<file path="config.mk">
export PLATFORM = sky130hd
export DESIGN_NAME = cfi_mbox_arbiter
export DESIGN_NICKNAME = d
export VERILOG_FILES = /design/src/rtl/cfi_mbox_arbiter.sv
export SDC_FILE = /design/constraint.sdc
export NUM_CORES = 1
export LEC_CHECK = 0
export CAP_MARGIN = 20
export CELL_PAD_IN_SITES_DETAIL_PLACEMENT = 0
export CELL_PAD_IN_SITES_GLOBAL_PLACEMENT = 1
export CORE_MARGIN = 2
export CORE_UTILIZATION = 38
export DETAILED_ROUTE_END_ITERATION = 6
export GPL_TIMING_DRIVEN = 0
export PLACE_DENSITY_LB_ADDON = 0.15
export SYNTH_ARGS = -nofsm -noshare
export SYNTH_HDL_FRONTEND = slang
export SYNTH_SLANG_ARGS = --single-unit
export TNS_END_PERCENT = 10
</file>
<file path="constraint.sdc">
create_clock -name clk_i -period 2.55 [get_ports clk_i]
set_input_delay 0.3825 -clock clk_i [delete_from_list [all_inputs] [get_ports clk_i]]
set_output_delay 0.3825 -clock clk_i [all_outputs]
set_load 0.02 [all_outputs]
</file>
<file path="src/rtl/cfi_mbox_arbiter.sv">
// cfi_mbox_arbiter: shares the CFI mailbox and doorbell between NR_REQ backends.
// Round-robin grant held until the owner's completion IRQ arrives or the wait
// times out. The completion IRQ is routed to the owner only, and IRQs that
// arrive outside the wait are flagged as spurious.
module cfi_mbox_arbiter #(
   parameter  int unsigned NR_REQ         = 4,
   parameter  int unsigned TIMEOUT_CYCLES = 1024,
   localparam int unsigned IDX_W          = $clog2(NR_REQ),
   localparam int unsigned CNT_W          = $clog2(TIMEOUT_CYCLES)
) (
   input  logic              clk_i,
   input  logic              rst_i,
   input  logic [NR_REQ-1:0] req_i,
   input  logic [NR_REQ-1:0] done_i,
   input  logic              mbox_completion_irq_i,
   output logic [NR_REQ-1:0] gnt_o,
   output logic [NR_REQ-1:0] irq_o,
   output logic [IDX_W-1:0]  owner_o,
   output logic              busy_o,
   output logic              timeout_o,
   output logic              spurious_o,
   output logic [15:0]       timeout_cnt_o
);

   typedef enum logic [1:0] {
      IDLE     = 2'd0,
      GRANT    = 2'd1,
      WAIT_IRQ = 2'd2
   } state_e;

   state_e              state_q;
   logic [IDX_W-1:0]    rr_ptr_q;
   logic [IDX_W-1:0]    owner_q;
   logic [NR_REQ-1:0]   gnt_q;
   logic [NR_REQ-1:0]   irq_q;
   logic                timeout_q;
   logic                spurious_q;
   logic [15:0]         tcnt_q;
   logic [CNT_W-1:0]    timer_q;

   logic [IDX_W-1:0]    sel_d;
   logic                found_d;
   logic [IDX_W-1:0]    rr_next_d;
   int unsigned         idx;

   // Round-robin pick: first requester at or above rr_ptr, wrapping around.
   always_comb begin
      sel_d   = '0;
      found_d = 1'b0;
      idx     = 0;
      for (int unsigned i = 0; i < NR_REQ; i++) begin
         idx = (32'(rr_ptr_q) + i) % NR_REQ;
         if (!found_d && req_i[IDX_W'(idx)]) begin
            sel_d   = IDX_W'(idx);
            found_d = 1'b1;
         end
      end
   end

   // Pointer value that gives priority to the requester after the current owner.
   always_comb begin
      rr_next_d = owner_q + 1'b1;
      if (owner_q == IDX_W'(NR_REQ - 1)) begin
         rr_next_d = '0;
      end
   end

   // Arbitration FSM with all outputs registered.
   always_ff @(posedge clk_i) begin
      if (rst_i) begin
         state_q    <= IDLE;
         rr_ptr_q   <= '0;
         owner_q    <= '0;
         gnt_q      <= '0;
         irq_q      <= '0;
         timeout_q  <= 1'b0;
         spurious_q <= 1'b0;
         tcnt_q     <= '0;
         timer_q    <= '0;
      end else begin
         irq_q      <= '0;
         timeout_q  <= 1'b0;
         spurious_q <= mbox_completion_irq_i && (state_q != WAIT_IRQ);
         case (state_q)
            IDLE: begin
               if (found_d) begin
                  state_q <= GRANT;
                  owner_q <= sel_d;
                  gnt_q   <= {{(NR_REQ-1){1'b0}}, 1'b1} << sel_d;
               end
            end
            GRANT: begin
               // done beats a simultaneous request drop
               if (done_i[owner_q]) begin
                  state_q <= WAIT_IRQ;
                  timer_q <= '0;
               end else if (!req_i[owner_q]) begin
                  state_q  <= IDLE;
                  gnt_q    <= '0;
                  rr_ptr_q <= rr_next_d;
               end
            end
            WAIT_IRQ: begin
               // IRQ beats a timeout in the same cycle
               if (mbox_completion_irq_i) begin
                  state_q  <= IDLE;
                  gnt_q    <= '0;
                  irq_q    <= gnt_q;
                  rr_ptr_q <= rr_next_d;
               end else if (timer_q == CNT_W'(TIMEOUT_CYCLES - 1)) begin
                  state_q   <= IDLE;
                  gnt_q     <= '0;
                  timeout_q <= 1'b1;
                  rr_ptr_q  <= rr_next_d;
                  if (tcnt_q != 16'hFFFF) begin
                     tcnt_q <= tcnt_q + 16'd1;
                  end
               end else begin
                  timer_q <= timer_q + 1'b1;
               end
            end
            default: begin
               state_q <= IDLE;
               gnt_q   <= '0;
            end
         endcase
      end
   end

   assign gnt_o         = gnt_q;
   assign irq_o         = irq_q;
   assign owner_o       = owner_q;
   assign busy_o        = (state_q != IDLE);
   assign timeout_o     = timeout_q;
   assign spurious_o    = spurious_q;
   assign timeout_cnt_o = tcnt_q;

endmodule

</file>
* Yosys cells after proc, flatten, opt, wreduce, memory -nomap -nowiden
Index checks and enable logic that the tools add are counted.
Storage, ports and cells: flip-flop bits (word level) 42, input bits 11, output and inout bits 29, logic and storage cells 98
Operators by class: add/subtract/negate cells 6, order comparisons 5, equality and inequality tests 14, shift-type cells 1, muxes and demuxes 43, bitwise gates (word level) 2, reductions and logical operators 18
Operators with widths (number):
- $mux W10 | 3
- $mux W2 | 14
- $mux W4 | 5
- $pmux W10 S2 | 1
- $add A16 B1 Y16 const B | 1
- $ne A16 B16 Y1 const B | 1
- $reduce_and A4 Y1 | 4
- $lt A2 B3 Y1 const B | 5
- $ne A2 B2 Y1 const B | 7
- $bmux W1 S2 | 6
- $pmux W4 S3 | 1
- $mux W1 | 11
- $add A10 B1 Y10 const B | 1
- $eq A10 B10 Y1 const B | 1
- $ne A3 B3 Y1 const B | 2
- $pmux W2 S3 | 1
- $reduce_or A3 Y1 | 2
- $add A2 B1 Y2 const B | 2
- $add A2 B2 Y2 const B | 2
- $eq A2 B2 Y1 const B | 2
- $logic_and A1 B1 Y1 | 4
- $pmux W2 S2 | 1
- $reduce_bool A2 Y1 | 2
- $shl A1 B2 Y4 const A | 1
- other kinds (6) | 9

* Logic depth before layout (Yosys ltp)
Gate-level depths: netlist (run 1).
word-level depth 15, gate-level depth with buffers 7, depth with buffers taken out 6

* Least setup slack after synthesis (run 1)
No wires, ideal clock.
kind register -> register, start point reg owner_q[0] (netlist: owner_o[0]), end point reg rr_ptr_q[0], library setup time 0.071 ns, arrival 1.966 ns, slack 0.513 ns, stages on the path, launching flop included 6, period minus slack after synthesis 2.037 ns, path through dfxtp_1 mux4_2 nand2b_4 o32a_4 or3_1 a21oi_1
Between the ends: longest elaborated chain between the ends 5, elaborated cells on any way between the ends 15
Ends and longest elaborated chain:
- start, declared | line 33 | logic [IDX_W-1:0] owner_q;
- start signal, assigned | line 88 | owner_q <= sel_d;
- $add A2 B1 Y2 / $eq A2 B2 Y1 (equally long branches) | line 62, 63
- $mux W2 | line 63 | if (owner_q == IDX_W'(NR_REQ - 1)) begin
- $mux W2, on equally long branches | line 110, 97
- $mux W2, on equally long branches | line 105, 94
- $pmux W2 S2 | line 84 | case (state_q)
- end signal, assigned | line 100 | rr_ptr_q <= rr_next_d;
- end signal, assigned | line 109 | rr_ptr_q <= rr_next_d;
- end signal, assigned | line 114 | rr_ptr_q <= rr_next_d;
- end, declared | line 32 | logic [IDX_W-1:0] rr_ptr_q;
Several ways; a longest one is shown, not always the timed one. The select of a mux whose other input is x is not followed. A chain may end at the register's enable or synchronous reset.

* Worst setup path in the final report (run 1)
start point in req_i[1], end point reg rr_ptr_q[0]
Between the ends: longest elaborated chain between the ends 4
Ends and longest elaborated chain:
- start, declared | line 13 | input logic [NR_REQ-1:0] req_i,
- $bmux W1 S2 | line 97 | end else if (!req_i[owner_q]) begin
- $mux W1 (implied by the code) | line 97
- $ne A2 B2 Y1 (no source line)
- $reduce_and A4 Y1 (no source line)
No other way between the ends. The select of a mux whose other input is x is not followed.

==> impl_results.md, run 1 <==
- TritonCTS clock tree: done
- IO Count: 40
- Clock buffer depth: 2
- Sequential cell area fraction in the yosys report: 41.3%
- CP Class: in -> reg
- RSZ-0062 raised after global routing: no
- CP max-delay cell: mux4_1
- Top post-synthesis cells by area: dfxtp_1 41%, xnor2_1 5.6%, nor2_1 5.3%
- WL final: 4350 µm
- Crit-path max FO: 6
- Max_slew headroom: 33.2%
- Detailed-route vias per instance: 5.06
- N_diodes: 0
- Antenna viol nets, final: 0
- Largest net degree at the start of global routing: 12
- Fraction of registers with async set/reset: 0%
- IO buf count: 39
- Placer Congestion: 0.827
- Postcts setup bufs: 0
- Area leader, netlist: dfxtp_1
- Setup TNS Final: 0 ns
- Post-CTS Hold Fix Bufs: 0
- Grt total ovfl: 0
- Drt drc: 0
- Pwr Density: 491 mW/mm²
- Full die area: 0.00596 mm²
- Leak: 0.000895 µW
- Reg2reg end: timer_q[9]
- Clock skew: 0.00622 ns
- Crit. End Element: flop
- Initial antenna violation count: 0
- Global-route wire length before repair: 7630 µm
- 1st-pass router iterations: 4
- Vias in the first global route: 1631
- Row count: 26
- Die Y-Extent: 77.2 µm
- Synth cell types: 48
- Clk slew on worst S/H paths: 0.08 ns
- DRT iter0 DRCs: 66
- WL/cell: 12.8 µm
- Period utilisation layout: 82.1%
- Final Hold Violating Endpoints: 0
- Syn-to-layout area delta: 27.5%
- Syn nets: 240
- R2R depth: 5
- Min Tclk post-route: 2.09 ns
- CTS root buf: clkbuf_8
- Crit path cell chain: clkdlybuf4s50_1 -> mux4_1 -> o32a_4 -> or3_1 -> a21oi_1
- Hold Crit Depth: 2
- Peak supply drop: 0.297 mV
- Worst Path Required: 2.77 ns
- Dpl cell area: 0.00251 mm²
- Setup slack after layout: 0.456 ns
- Crit start category: input port
- FF+latch count, synth: 42
- Final net count: 286
- Min-Delay Path Class: reg -> reg
- Cell area after layout: 0.00260 mm²
- Worst-Margin Slew: 0.990 ns
- Arr. time, crit path: 2.32 ns
- Num Clock Sinks: 42
- Worst stage delay on the critical path: 0.60 ns
- Initial Utilization: 39.6%
- Chip Width: 77.2 µm
- Family with the most delay on the worst path: multiplexers
- WHS Endpoint: timer_q[1]
- Via count: 1724
- PostCTS Resize Cnt: 0
- H-tree levels: 2
- Worst reg2reg setup slack: 0.46 ns
- Fillers: 529
- Num CTS Buffers: 5
- Worst Hold Launch: timer_q[1]
- Slew Limit Fails: 0
- Pre-CTS setup slack: 0.152 ns
- Dpl hpwl: 3200 µm
- Max_cap viols: 0
- Top cell type's share of synthesized area: 41.3%
- Std-Cell Core Area: 0.00514 mm²
- Share of layout cells above drive strength 1: 6.64%
- Post-Synthesis Cells: 226
- Register Area: 841 µm²
- Area of the multi-input gates: 0.00113 mm²
- Status: complete, no violations
- WP buf/inv: 1
- Synth warn: 0
- Clk_lat worst skew: 0.29 ns
- Synthesized area: 0.00204 mm²
- Endpoints failing setup: 0
- Post-synth top flop: dfxtp_1
- Achievable frequency: 0.478 GHz
- Syn avg cell area: 9.01 µm²
- Worst R2R Start: timer_q[3]
- Worst hold slack: 0.479 ns
- EDFF count, synth: 0
- Total GRT Usage: 15.8%
==> cell usage in the layout, fill, tap and decap left out, types with 4 or more instances in the layout <==
cell             netlist  layout
xnor2_1               13      13
and4_1                 5       5
nand4_1                4       4
inv_1                  5       5
o31ai_1                5       5
nand2b_1               5       5
mux2i_1                4       4
clkbuf_8               0       6
nor4_1                 4       4
a21oi_1               14      14
or4_1                  4       4
nand3_1                7       7
nand2_1               13      13
dfxtp_1               42      42
nor2_1                29      29
nor3_1                 7       7
and2_1                 7       7
a211oi_1               4       4
clkbuf_1               7       7
clkdlybuf4s50_1        0      39
==> cells in the mapped netlist, types with 4 or more instances <==
master,n
dfxtp_1,42
nor3_1,7
a21oi_1,14
and4_1,5
a211oi_1,4
o31ai_1,5
clkbuf_1,7
nor4_1,4
xnor2_1,13
inv_1,5
nand4_1,4
nor2_1,29
nand2_1,13
nand2b_1,5
nand3_1,7
mux2i_1,4
or4_1,4
and2_1,7
==> stage by stage <==
step                power, µW  util, %  std cells
finish                   1270     50.5        341
global route             1340     50.5        341
CTS                      1290     50.5        341
detailed placement        867     48.9        335
global placement          867     48.9        335
floorplan                 803        -        226
==> sequential cells by signal (all words and copies together) (netlist names) <==
signal / flops
timeout_o: 1
owner_o: 2
timer_q: 10
gnt_o: 4
timeout_cnt_o: 16
state_q: 2
rr_ptr_q: 2
spurious_o: 1
irq_o: 4
==> layer usage <==
metal | track usage (%) | share of wire (%)
met5 | 0 | 0
met1 | 22.4 | 53
met3 | 4.35 | 3.3
met4 | 5.00 | 1.3
met2 | 23.2 | 43
==> layout make-up <==
| cell class | count | area share, % |
|---|---|---|
| plain buffers | 10 | 1.69 |
| clock buffers | 6 | 3.18 |
| inverters | 5 | 0.723 |
| multi-input cells | 169 | 43.6 |
| flip-flops and latches | 42 | 32.4 |
| well taps | 70 | 3.37 |
| repair buffers | 39 | 15.0 |
==> how the worst max path moves through the flow <==
stage / from / to / slack [ns] / depth (start not counted)
3_3_place_gp: mbox_completion_irq_i / timeout_cnt_o[3] / 0.16 / 7
2_1_floorplan: owner_o[0] / rr_ptr_q[0] / 0.51 / 5
5_1_grt: timer_q[0] / timer_q[9] / 0.22 / 6
4_1_cts: timer_q[3] / timer_q[9] / 0.39 / 5
6_report: req_i[1] / rr_ptr_q[0] / 0.46 / 5
3_5_place_dp: mbox_completion_irq_i / timeout_cnt_o[9] / 0.15 / 6
==> power by group <==
part / internal (µW) / switching (µW) / leakage (µW)
logic: 82.7 / 83.3 / 0.000512
registers: 670 / 13.8 / 0.000340
clock network: 209 / 216 / 0.0000431
total: 962 / 313 / 0.000895
==> worst reg2reg max path, cell delays in order (launching register included) <==
cell	delay, ns
dfxtp_1	0.42
nand4_1	0.26
o311ai_0	0.93
nor3_1	0.13
xnor2_1	0.18
nor2_1	0.05
==> logic make-up (layout without fill, tap and decap cells) <==
| kind of cell | Yosys count | count (layout) | share of synthesized area, % |
|---|---|---|---|
| adder cells (fa/ha/maj) | 3 | 3 | 1.84 |
| buffers and inverters | 15 | 60 | 3.07 |
| flip-flops | 42 | 42 | 41.3 |
| multiplexers | 6 | 6 | 4.36 |
| AO/OA/AOI/OAI | 43 | 43 | 15.2 |
| AND/OR/NAND/NOR | 102 | 102 | 27.8 |
| XOR/XNOR | 15 | 15 | 6.45 |
Note: power is estimated with default switching activity, not from simulation.
==> run 2: changes to the inputs <==
--- a/config.mk
+++ b/config.mk
@@ -9,7 +9,7 @@
 export CELL_PAD_IN_SITES_DETAIL_PLACEMENT = 0
 export CELL_PAD_IN_SITES_GLOBAL_PLACEMENT = 1
 export CORE_MARGIN = 2
-export CORE_UTILIZATION = 38
+export CORE_UTILIZATION = 35
 export DETAILED_ROUTE_END_ITERATION = 6
 export GPL_TIMING_DRIVEN = 0
 export PLACE_DENSITY_LB_ADDON = 0.15
==> constraint.sdc (replaced) <==
create_clock -name clk_i -period 1.75 [get_ports clk_i]
set_input_delay 0.2625 -clock clk_i [delete_from_list [all_inputs] [get_ports clk_i]]
set_output_delay 0.2625 -clock clk_i [all_outputs]
set_load 0.02 [all_outputs]
==> impl_results.md, run 2 (synthesized netlist as in run 1, its figures left out) <==
- Crit path cell chain: clkdlybuf4s50_1 -> mux4_2 -> o32a_4 -> or3_1 -> a21oi_1 (was clkdlybuf4s50_1 -> mux4_1 -> o32a_4 -> or3_1 -> a21oi_1)
- Global-route wire length before repair: 8310 µm (was 7630 µm)
- Dpl hpwl: 3480 µm (was 3200 µm)
- Period utilisation layout: 111%
- TritonCTS clock tree: done (unchanged)
- Violated checks: setup timing
- IO Count: 40 (unchanged)
- Full die area: 0.00645 mm² (was 0.00596 mm²)
- Family with the most delay on the worst path: multiplexers (unchanged)
- CP max-delay cell: mux4_2 (was mux4_1)
- Status: complete, but fails checks (was complete, no violations)
- Crit start category: input port (unchanged)
- 1st-pass router iterations: 4 (unchanged)
- Min Tclk post-route: 1.94 ns
- Initial Utilization: 36.5% (was 39.6%)
- Vias in the first global route: 1711 (was 1631)
- Max_cap viols: 0 (unchanged)
- Most frequent cells in the layout: 38 x clkdlybuf4s50_1, 33 x dfxtp_1, 29 x nor2_1 (was 42 x dfxtp_1, 39 x clkdlybuf4s50_1, 29 x nor2_1, 14 x a21oi_1)
- Die Y-Extent: 80.3 µm (was 77.2 µm)
- Drt drc: 0 (unchanged)
- Final Hold Violating Endpoints: 0 (unchanged)
- Achievable frequency: 0.516 GHz
- Cell area after layout: 0.00282 mm² (was 0.00260 mm²)
- Syn-to-layout area delta: 38.6% (was 27.5%)
- Total GRT Usage: 16.7% (was 15.8%)
- Crit. End Element: flop (unchanged)
- Worst-Margin Slew: 0.525 ns (was 0.990 ns)
- Worst Path Required: 1.98 ns (was 2.77 ns)
- Setup slack after layout: -0.190 ns (was 0.456 ns)
- DRT iter0 DRCs: 62 (was 66)
- Arr. time, crit path: 2.17 ns (was 2.32 ns)
- Share of layout cells above drive strength 1: 18.5% (was 6.64%)
- Slew Limit Fails: 0 (unchanged)
- Peak supply drop: 0.302 mV (was 0.297 mV)
- Placer Congestion: 0.816 (was 0.827)
- WL/cell: 14.4 µm (was 12.8 µm)
- Max_slew headroom: 65.0% (was 33.2%)
- N_diodes: 0 (unchanged)
- IO buf count: 39 (unchanged)
- Chip Width: 80.3 µm (was 77.2 µm)
- Std-Cell Core Area: 0.00557 mm² (was 0.00514 mm²)
- Largest net degree at the start of global routing: 13 (was 12)
- Pre-CTS setup slack: -0.520 ns (was 0.152 ns)
- Crit-path max FO: 6 (unchanged)
- Detailed-route vias per instance: 5.13 (was 5.06)
- Clock skew: 0.00696 ns (was 0.00622 ns)
- WP buf/inv: 1 (unchanged)
- Clock buffer depth: 2 (unchanged)
- Row count: 27 (was 26)
- Min-Delay Path Class: reg -> reg (unchanged)
- Max FFs per register: 16 (unchanged)
- Initial antenna violation count: 0 (unchanged)
- Dpl cell area: 0.00252 mm² (was 0.00251 mm²)
- H-tree levels: 2 (unchanged)
- CTS root buf: clkbuf_8 (unchanged)
- Commonest non-fill, non-tap cell in the layout: clkdlybuf4s50_1 (was dfxtp_1)
- Clk slew on worst S/H paths: 0.08 ns (about the same)
- RSZ-0062 raised after global routing: yes (was no)
- Leak: 0.000953 µW (was 0.000895 µW)
- Pwr Density: 727 mW/mm² (was 491 mW/mm²)
- Worst stage delay on the critical path: 0.56 ns (was 0.60 ns)
- Endpoints failing setup: 7 (was 0)
- Clk_lat worst skew: 0.30 ns (was 0.29 ns)
- Grt total ovfl: 0 (unchanged)
- Via count: 1779 (was 1724)
- Final net count: 289 (was 286)
- CP Class: in -> reg (unchanged)
- Antenna viol nets, final: 0 (unchanged)
- Num Clock Sinks: 42 (unchanged)
- Num CTS Buffers: 5 (unchanged)
- WL final: 4980 µm (was 4350 µm)
[run 2: cell types whose count changed in the layout (fill, tap and decap cells not counted), sizes merged]
cell,delta
clkbuf,-2
bufinv,+1
dlygate4sd2,+1
clkdlybuf4s50,-1
buf,+5
[run 2: worst paths after layout]
check / from / slack, ns / depth (start not counted) / end
min: timer_q[1] / 0.48 / 2 / timer_q[1]
max: req_i[3] / -0.19 / 5 / rr_ptr_q[0]
max reg2reg: owner_o[0] / -0.16 / 5 / rr_ptr_q[0]
min reg2reg: timer_q[1] / 0.48 / 2 / timer_q[1]
[run 2: tightest hold or removal path, stage by stage, from the launching register on]
cell and delay (ns):
dfxtp_2 0.35, nand2_1 0.05, a21oi_1 0.05
[run 2: layout make-up]
class,count,area [µm²]
buffer,9,57.6
clock buffer,6,82.6
clock inverter,1,30.0
fill,561,2750
inverter,5,18.8
multi-input combinational,169,1270
sequential,42,857
tap,72,90.1
timing repair buffer,43,419
[run 2: repair_timing]
| item | CTS | global route |
|---|---|---|
| hold endpoints to repair | 0 | 0 |
| endpoints found under the setup margin | 34 | 33 |
| gates resized for setup | 26 | 22 |
| pin swaps | 2 | 4 |
| hold buffers | 0 | 0 |
| setup buffers | 3 | 1 |
[run 2: layer usage]
metal  global-route usage, %  wire length (µm)  up-vias
li1                        -                 -      919
met1                    23.3              2520      826
met2                    25.3              2240       29
met3                    3.93               169        5
met4                    5.08                56        0
met5                       0                 0        -
[run 2: power by group]
part	total [µW]	internal (µW)	switching, µW	leakage [µW]
registers	996	975	21.1	0.000345
clock network	798	457	341	0.0000573
logic	258	129	129	0.000551
total	2050	1560	492	0.000953
[run 2: through the flow]
stage | TNS [ns] | power [µW] | hold slack, ns | std cells | utilization, %
3_5_place_dp | -11.55 | 1270 | 0.466 | 337 | 45.2
3_3_place_gp | -11.41 | 1260 | 0.460 | 337 | 45.2
5_1_grt | -2.11 | 2160 | 0.505 | 347 | 50.7
4_1_cts | -0.707 | 2070 | 0.481 | 347 | 49.3
6_report | -0.442 | 2050 | 0.481 | 347 | 50.7
2_1_floorplan | -0.352 | 1170 | 0.420 | 226 | -
